<file path="config.mk">
export PLATFORM = sky130hd
export DESIGN_NAME = index_merge_ctrl
export DESIGN_NICKNAME = d
export VERILOG_FILES = /design/src/rtl/index_merge_pkg.sv /design/src/rtl/index_cmp.sv /design/src/rtl/index_merge_ctrl.sv
export SDC_FILE = /design/constraint.sdc
export NUM_CORES = 1
export LEC_CHECK = 0
export BUFFER_PORTS_ARGS = -buffer_cell sky130_fd_sc_hd__buf_2
export CAP_MARGIN = 20
export CORE_ASPECT_RATIO = 1.2
export CORE_MARGIN = 4
export CORE_UTILIZATION = 50
export DETAILED_ROUTE_END_ITERATION = 8
export PLACE_DENSITY = 0.85
export SETUP_SLACK_MARGIN = 0.4
export SLEW_MARGIN = 10
export SYNTH_ARGS = -nofsm -noshare
export SYNTH_HDL_FRONTEND = slang
export SYNTH_SLANG_ARGS = --single-unit
export TNS_END_PERCENT = 50
</file>
<file path="constraint.sdc">
create_clock -name clk -period 3.1 [get_ports clk]
set_clock_uncertainty 0.2 [all_clocks]
set_input_delay 0.465 -clock clk [delete_from_list [all_inputs] [get_ports clk]]
set_output_delay 0.465 -clock clk [all_outputs]
set_load 0.01 [all_outputs]
</file>
<file path="src/rtl/index_merge_pkg.sv">
// index_merge_pkg: shared types and constants for the index merge controller.
//   DATA_W    - width of a list entry
//   DEPTH     - number of entries per list RAM
//   IDX_W     - internal index width (one extra bit so DEPTH is representable)
//   state_t   - merge FSM state encoding
//   clamp_len - limits a requested length to DEPTH
package index_merge_pkg;

  localparam int DATA_W = 8;
  localparam int DEPTH  = 16;
  localparam int IDX_W  = 5;

  localparam logic [IDX_W-1:0] DEPTH_IDX = 5'd16;

  typedef enum logic [1:0] {
    IDLE  = 2'd0,
    FETCH = 2'd1,
    CMP   = 2'd2,
    DONE  = 2'd3
  } state_t;

  // Lengths above the RAM depth are treated as a full list so that an index
  // can never wrap back onto address 0 during a merge.
  function automatic logic [IDX_W-1:0] clamp_len(input logic [IDX_W-1:0] len);
    if (len > DEPTH_IDX) begin
      clamp_len = DEPTH_IDX;
    end else begin
      clamp_len = len;
    end
  endfunction

endpackage

</file>
<file path="src/rtl/index_cmp.sv">
// index_cmp: three-way unsigned comparison of the two RAM read words.
//   a, b        : operands (list 1 word, list 2 word)
//   lt / eq / gt: exactly one is high
module index_cmp
  import index_merge_pkg::*;
(
  input  logic [DATA_W-1:0] a,
  input  logic [DATA_W-1:0] b,
  output logic              lt,
  output logic              eq,
  output logic              gt
);

  assign lt = (a < b);
  assign eq = (a == b);
  assign gt = (a > b);

endmodule

</file>
<file path="src/rtl/index_merge_ctrl.sv">
// index_merge_ctrl: loads two sorted lists into external RAMs, then walks
// both in lockstep and reports every value present in both (intersection).
//   clk, reset (sync, active-low)
//   start, len1, len2            : merge request and list lengths (0..16)
//   ld_valid, ld_sel, ld_data    : load strobe, target list, data (IDLE only)
//   wdata, wr_en1, wr_en2        : RAM write data / enables
//   cnt1, cnt2                   : RAM addresses (load pointer in IDLE,
//                                  merge index otherwise)
//   r1, r2                       : RAM read data, one cycle after address
//   m_valid, m_data              : match strobe / value
//   busy, done, match_cnt, ld_ovf: status
// Build option: INDEX_MERGE_DEDUP_EN suppresses a repeated equal value
// within one merge.
module index_merge_ctrl
  import index_merge_pkg::*;
(
  input  logic              clk,
  input  logic              reset,
  input  logic              start,
  input  logic [IDX_W-1:0]  len1,
  input  logic [IDX_W-1:0]  len2,
  input  logic              ld_valid,
  input  logic              ld_sel,
  input  logic [DATA_W-1:0] ld_data,
  output logic [DATA_W-1:0] wdata,
  output logic              wr_en1,
  output logic              wr_en2,
  output logic [3:0]        cnt1,
  output logic [3:0]        cnt2,
  input  logic [DATA_W-1:0] r1,
  input  logic [DATA_W-1:0] r2,
  output logic              m_valid,
  output logic [DATA_W-1:0] m_data,
  output logic              busy,
  output logic              done,
  output logic [IDX_W-1:0]  match_cnt,
  output logic              ld_ovf
);

  state_t              state_r, state_s;
  logic [IDX_W-1:0]    lp1_r, lp1_s, lp2_r, lp2_s;
  logic [IDX_W-1:0]    idx1_r, idx1_s, idx2_r, idx2_s;
  logic [IDX_W-1:0]    len1_r, len1_s, len2_r, len2_s;
  logic                m_valid_r, m_valid_s;
  logic [DATA_W-1:0]   m_data_r, m_data_s;
  logic [IDX_W-1:0]    match_cnt_r, match_cnt_s;
  logic                ld_ovf_r, ld_ovf_s;
  logic                last_vld_r, last_vld_s;
  logic                we1_s, we2_s;
  logic                adv1_s, adv2_s;
  logic                dup_s;
  logic                lt_s, eq_s, gt_s;

  index_cmp u_cmp (
    .a  (r1),
    .b  (r2),
    .lt (lt_s),
    .eq (eq_s),
    .gt (gt_s)
  );

  // Repeated-value detection against the last value emitted in this merge.
  always_comb begin
`ifdef INDEX_MERGE_DEDUP_EN
    dup_s = last_vld_r && (r1 == m_data_r);
`else
    dup_s = 1'b0;
`endif
  end

  // Next-state, pointer, load and match logic.
  always_comb begin
    state_s     = state_r;
    lp1_s       = lp1_r;
    lp2_s       = lp2_r;
    idx1_s      = idx1_r;
    idx2_s      = idx2_r;
    len1_s      = len1_r;
    len2_s      = len2_r;
    m_valid_s   = 1'b0;
    m_data_s    = m_data_r;
    match_cnt_s = match_cnt_r;
    ld_ovf_s    = ld_ovf_r;
    last_vld_s  = last_vld_r;
    we1_s       = 1'b0;
    we2_s       = 1'b0;
    adv1_s      = 1'b0;
    adv2_s      = 1'b0;
    case (state_r)
      IDLE: begin
        if (start) begin
          // start has priority; a simultaneous load is dropped
          len1_s      = clamp_len(len1);
          len2_s      = clamp_len(len2);
          idx1_s      = 5'd0;
          idx2_s      = 5'd0;
          match_cnt_s = 5'd0;
          last_vld_s  = 1'b0;
          if ((len1 == 5'd0) || (len2 == 5'd0)) begin
            state_s = DONE;
          end else begin
            state_s = FETCH;
          end
        end else if (ld_valid) begin
          if (!ld_sel) begin
            if (lp1_r == DEPTH_IDX) begin
              ld_ovf_s = 1'b1;
            end else begin
              we1_s = 1'b1;
              lp1_s = lp1_r + 5'd1;
            end
          end else begin
            if (lp2_r == DEPTH_IDX) begin
              ld_ovf_s = 1'b1;
            end else begin
              we2_s = 1'b1;
              lp2_s = lp2_r + 5'd1;
            end
          end
        end else begin
          state_s = IDLE;
        end
      end
      FETCH: begin
        state_s = CMP;
      end
      CMP: begin
        if (eq_s) begin
          adv1_s = 1'b1;
          adv2_s = 1'b1;
          if (!dup_s) begin
            m_valid_s   = 1'b1;
            m_data_s    = r1;
            match_cnt_s = match_cnt_r + 5'd1;
            last_vld_s  = 1'b1;
          end else begin
            m_valid_s = 1'b0;
          end
        end else if (lt_s) begin
          adv1_s = 1'b1;
        end else begin
          adv2_s = gt_s;
        end
        idx1_s = idx1_r + {4'd0, adv1_s};
        idx2_s = idx2_r + {4'd0, adv2_s};
        // an index reaching its length ends the merge before it can address RAM
        if ((adv1_s && (idx1_s == len1_r)) || (adv2_s && (idx2_s == len2_r))) begin
          state_s = DONE;
        end else begin
          state_s = FETCH;
        end
      end
      DONE: begin
        lp1_s   = 5'd0;
        lp2_s   = 5'd0;
        state_s = IDLE;
      end
      default: begin
        state_s = IDLE;
      end
    endcase
  end

  // State and datapath registers with synchronous active-low reset.
  always_ff @(posedge clk) begin
    if (!reset) begin
      state_r     <= IDLE;
      lp1_r       <= 5'd0;
      lp2_r       <= 5'd0;
      idx1_r      <= 5'd0;
      idx2_r      <= 5'd0;
      len1_r      <= 5'd0;
      len2_r      <= 5'd0;
      m_valid_r   <= 1'b0;
      m_data_r    <= 8'd0;
      match_cnt_r <= 5'd0;
      ld_ovf_r    <= 1'b0;
      last_vld_r  <= 1'b0;
    end else begin
      state_r     <= state_s;
      lp1_r       <= lp1_s;
      lp2_r       <= lp2_s;
      idx1_r      <= idx1_s;
      idx2_r      <= idx2_s;
      len1_r      <= len1_s;
      len2_r      <= len2_s;
      m_valid_r   <= m_valid_s;
      m_data_r    <= m_data_s;
      match_cnt_r <= match_cnt_s;
      ld_ovf_r    <= ld_ovf_s;
      last_vld_r  <= last_vld_s;
    end
  end

  // Writes must land in the same cycle as ld_valid, so the enables are
  // decoded directly; they are masked while reset is asserted.
  assign wdata     = ld_data;
  assign wr_en1    = we1_s && reset;
  assign wr_en2    = we2_s && reset;
  assign cnt1      = (state_r == IDLE) ? lp1_r[3:0] : idx1_r[3:0];
  assign cnt2      = (state_r == IDLE) ? lp2_r[3:0] : idx2_r[3:0];
  assign m_valid   = m_valid_r;
  assign m_data    = m_data_r;
  assign busy      = (state_r == FETCH) || (state_r == CMP);
  assign done      = (state_r == DONE);
  assign match_cnt = match_cnt_r;
  assign ld_ovf    = ld_ovf_r;

endmodule

</file>
==> impl_metrics.tcl <==
set metrics [dict create \
    drive_above_1_share_pct 26.06 \
    r2r_slack_ns 0.70 \
    drv_slew 0 \
    power.density_nw_per_um2 429.4 \
    finalWirelength_um 6134 \
    die_h_um 88.76 \
    p_leak_nw 1.363 \
    grt_pass1_vias 2336 \
    worst-r2r-cell-count 7 \
    cts_tree "done" \
    drc 0 \
    synth_ff_type "dfxtp_1" \
    synth-seq-area-share_pct 34.62 \
    syn-cell-area_um2 2718 \
    synth_xor_area_share_pct 7.090 \
    vias 2442 \
    final_cells 438 \
    grtUsageTotal_pct 19.10 \
    power.internal_mw 0.9168 \
    pwr-share-clk_pct 28.1 \
    antenna_found_initial 0 \
    cts_sinks 47 \
    r2r_start "state_r[1]" \
    synth_compound_area_share_pct 16.62 \
    yosys.area_share.adder_pct 9.208 \
    synthSimpleGateAreaFrac_pct 20.99 \
    worstPathCellList "buf_2 > inv_1 > ha_1 > nor2b_1 > o211ai_1 > and3_1 > o21ai_2 > ha_2 > ha_4 > nand3_1 > or3_4 > a21oi_2 > a21oi_1 > o21ai_2" \
    fin_tns_setup_ns 0 \
    h-tree-depth 2 \
    nNetsFinal 434 \
    maxSlewHeadroom_pct 36.00 \
    clockRootBuffer "clkbuf_8" \
    pwr-share-seq_pct 47.5 \
    crit_start "r2[1]" \
    cp_slowest_cell "or3_4" \
    path_buf_inv 2 \
    synthMuxAreaShare_pct 4.466 \
    hold_violations 0 \
    critPathArrivalTime_ns 2.73 \
    synth_nets 387 \
    drt_iter0_markers 78 \
    io_pins 74 \
    ir_drop_mv 0.2961 \
    mostFrequentLayoutCell "buf_2" \
    crit_end "state_r[1]" \
    die_x_um 75.30 \
    path_clk_slew_ns 0.10 \
    yosysWarnings 0 \
    core_area_um2 5298 \
    min_path_type "input pin to flip-flop" \
    async_flop_share_pct 0 \
    syn_area_per_cell_um2 8.285 \
    port-buffer-count 57 \
    reg2reg_to "match_cnt[3]" \
    path_max_fanout 5 \
    dpl.cell_count 428 \
    outcome "finished clean" \
    fin_crit_sh_pct 86.48 \
    endpoint_kind "flip-flop" \
    viasPerCell 5.575 \
    synth.distinct_cells 44 \
    p_sw_mw 0.4386 \
    ctsHoldBuffers 0 \
    worstPathRequired_ns 3.15 \
    cp-start-kind "input pin" \
    dieArea_um2 6684 \
    overflow 0 \
    grt_pass1_wl_um 10120 \
    ys_seq_elements 47 \
    area_growth_pct 16.16 \
    worstSetupPathType "input pin to flip-flop" \
    met3_length_um 364 \
    p_sw_share_pct 32.36 \
    routedWlPerCell_um 14.00 \
    cp_common_cell "o21ai_2" \
    period_needed_ns 2.681 \
    m1WireLength_um 2572 \
    dr.pass1.iters 4 \
    layout_common_cells "buf_2, dfxtp_1, nor2_1" \
    placementRows 29 \
    fillers 462 \
    maxCapViolCount 0 \
    fmax_ghz 0.3730 \
    synth_cells 328 \
    gp_congestion 0.8127 \
    hold_start "r1[0]" \
    setup_violations 0 \
    top_layer "met4" \
    drtAntennaViolNets 0 \
    hpwl_um 4568 \
    synth_top_family_by_area "simple AND/OR/NAND/NOR gates" \
    hold_path_depth 3 \
    crit_family "simple AND/OR/NAND/NOR gates" \
    clk_latency_ns 0.31 \
    worstSetupPathDepth 14 \
    cts_buffers 5 \
    grt_max_degree 33 \
    critPathMaxStageDelay_ns 0.36 \
    comb_power_share_pct 24.3 \
    num_antenna_cells 0 \
    start_util_pct 51.30 \
    worstMarginPinSlew_ns 0.9537 \
    wl_met2_um 3095 \
    synth_edf_count 0 \
    clk_path_buf_depth 2 \
    grt_setup_unrepaired "yes" \
]
[cells in the mapped netlist, drive strengths merged (6+ instances only)]
cell,n,area share (%)
nand4,9,2.1
ha,20,9.2
clkbuf,11,1.5
a22oi,6,1.7
nor3b,10,2.8
inv,17,2.3
xnor2,12,3.9
nand2,27,4.0
dfxtp,47,35
nor2,42,6.0
o21ai,14,3.3
buf,12,3.1
xor2,10,3.2
mux2,9,3.7
nand3,17,3.1
a21o,6,1.7
a21oi,27,5.0
[power by group through the flow]
stage | sequential [mW] | combinational, mW | clock [mW]
2_1_floorplan | 0.654 | 0.245 | 0
3_3_place_gp | 0.657 | 0.312 | 0
3_5_place_dp | 0.658 | 0.319 | 0
4_1_cts | 0.644 | 0.323 | 0.390
5_1_grt | 0.648 | 0.363 | 0.421
6_report | 0.644 | 0.330 | 0.381
[worst min-delay path, cell delays in order]
cell	delay, ns
buf_2	0.11
nand3_1	0.06
a21oi_1	0.05
[registers in the layout, indices dropped and copies added, names as in the netlist, 5 cells and up]
signal and count:
lp2_r 5, match_cnt 5, lp1_r 5, idx2_r 5
m_data 8, idx1_r 5, len2_r 5, len1_r 5
[worst min path at each step]
stage           endpoint  slack, ns
2_1_floorplan  len1_r[4]       0.25
3_3_place_gp   m_data[1]       0.24
3_5_place_dp   m_data[3]       0.24
4_1_cts        m_data[0]       0.21
5_1_grt        m_data[2]       0.21
6_report       m_data[0]       0.21
[cell families after synthesis]
| kind of cell | after synthesis |
|---|---|
| AND/OR/NAND/NOR | 118 |
| AO/OA/AOI/OAI | 70 |
| flip-flops | 47 |
| buffers and inverters | 40 |
| XOR/XNOR | 22 |
| adder cells (fa/ha/maj) | 20 |
| multiplexers | 11 |
[final cells by class]
class | count | area, um^2 | area share [%]
clock buffer | 5 | 68.82 | 2.180
clock inverter | 3 | 22.52 | 0.7134
inverter | 17 | 63.81 | 2.021
multi-input combinational | 241 | 1653 | 52.36
sequential | 47 | 940.9 | 29.81
tap | 62 | 77.57 | 2.457
timing repair buffer | 63 | 330.3 | 10.46
[routing by layer]
metal | vias up | track usage [%]
met1 | 1131 | 21.49
li1 | 1232 | -
met3 | 10 | 3.636
met4 | 0 | 6.200
met2 | 69 | 35.35
met5 | - | 0
[through the flow]
stage | setup WS [ns] | total power [mW] | area (um^2) | utilization, % | hold WS (ns)
floorplan | 0.4114 | 0.8989 | 2755 | - | 0.2488
global placement | 0.1675 | 0.9692 | 3022 | 57.04 | 0.2407
detailed placement | 0.1311 | 0.9771 | 3022 | 57.04 | 0.2449
CTS | 0.4354 | 1.357 | 3115 | 58.81 | 0.2128
global route | 0.2826 | 1.432 | 3157 | 59.59 | 0.2129
finish | 0.4191 | 1.355 | 3157 | 59.59 | 0.2077
[repair_timing]
action	in CTS	in global routing
buffers inserted	0	2
resized for setup	1	4
hold endpoints to repair	0	0
setup endpoints to repair	2	3
pin swaps	0	2
Note: power is estimated with default switching activity, not from simulation.
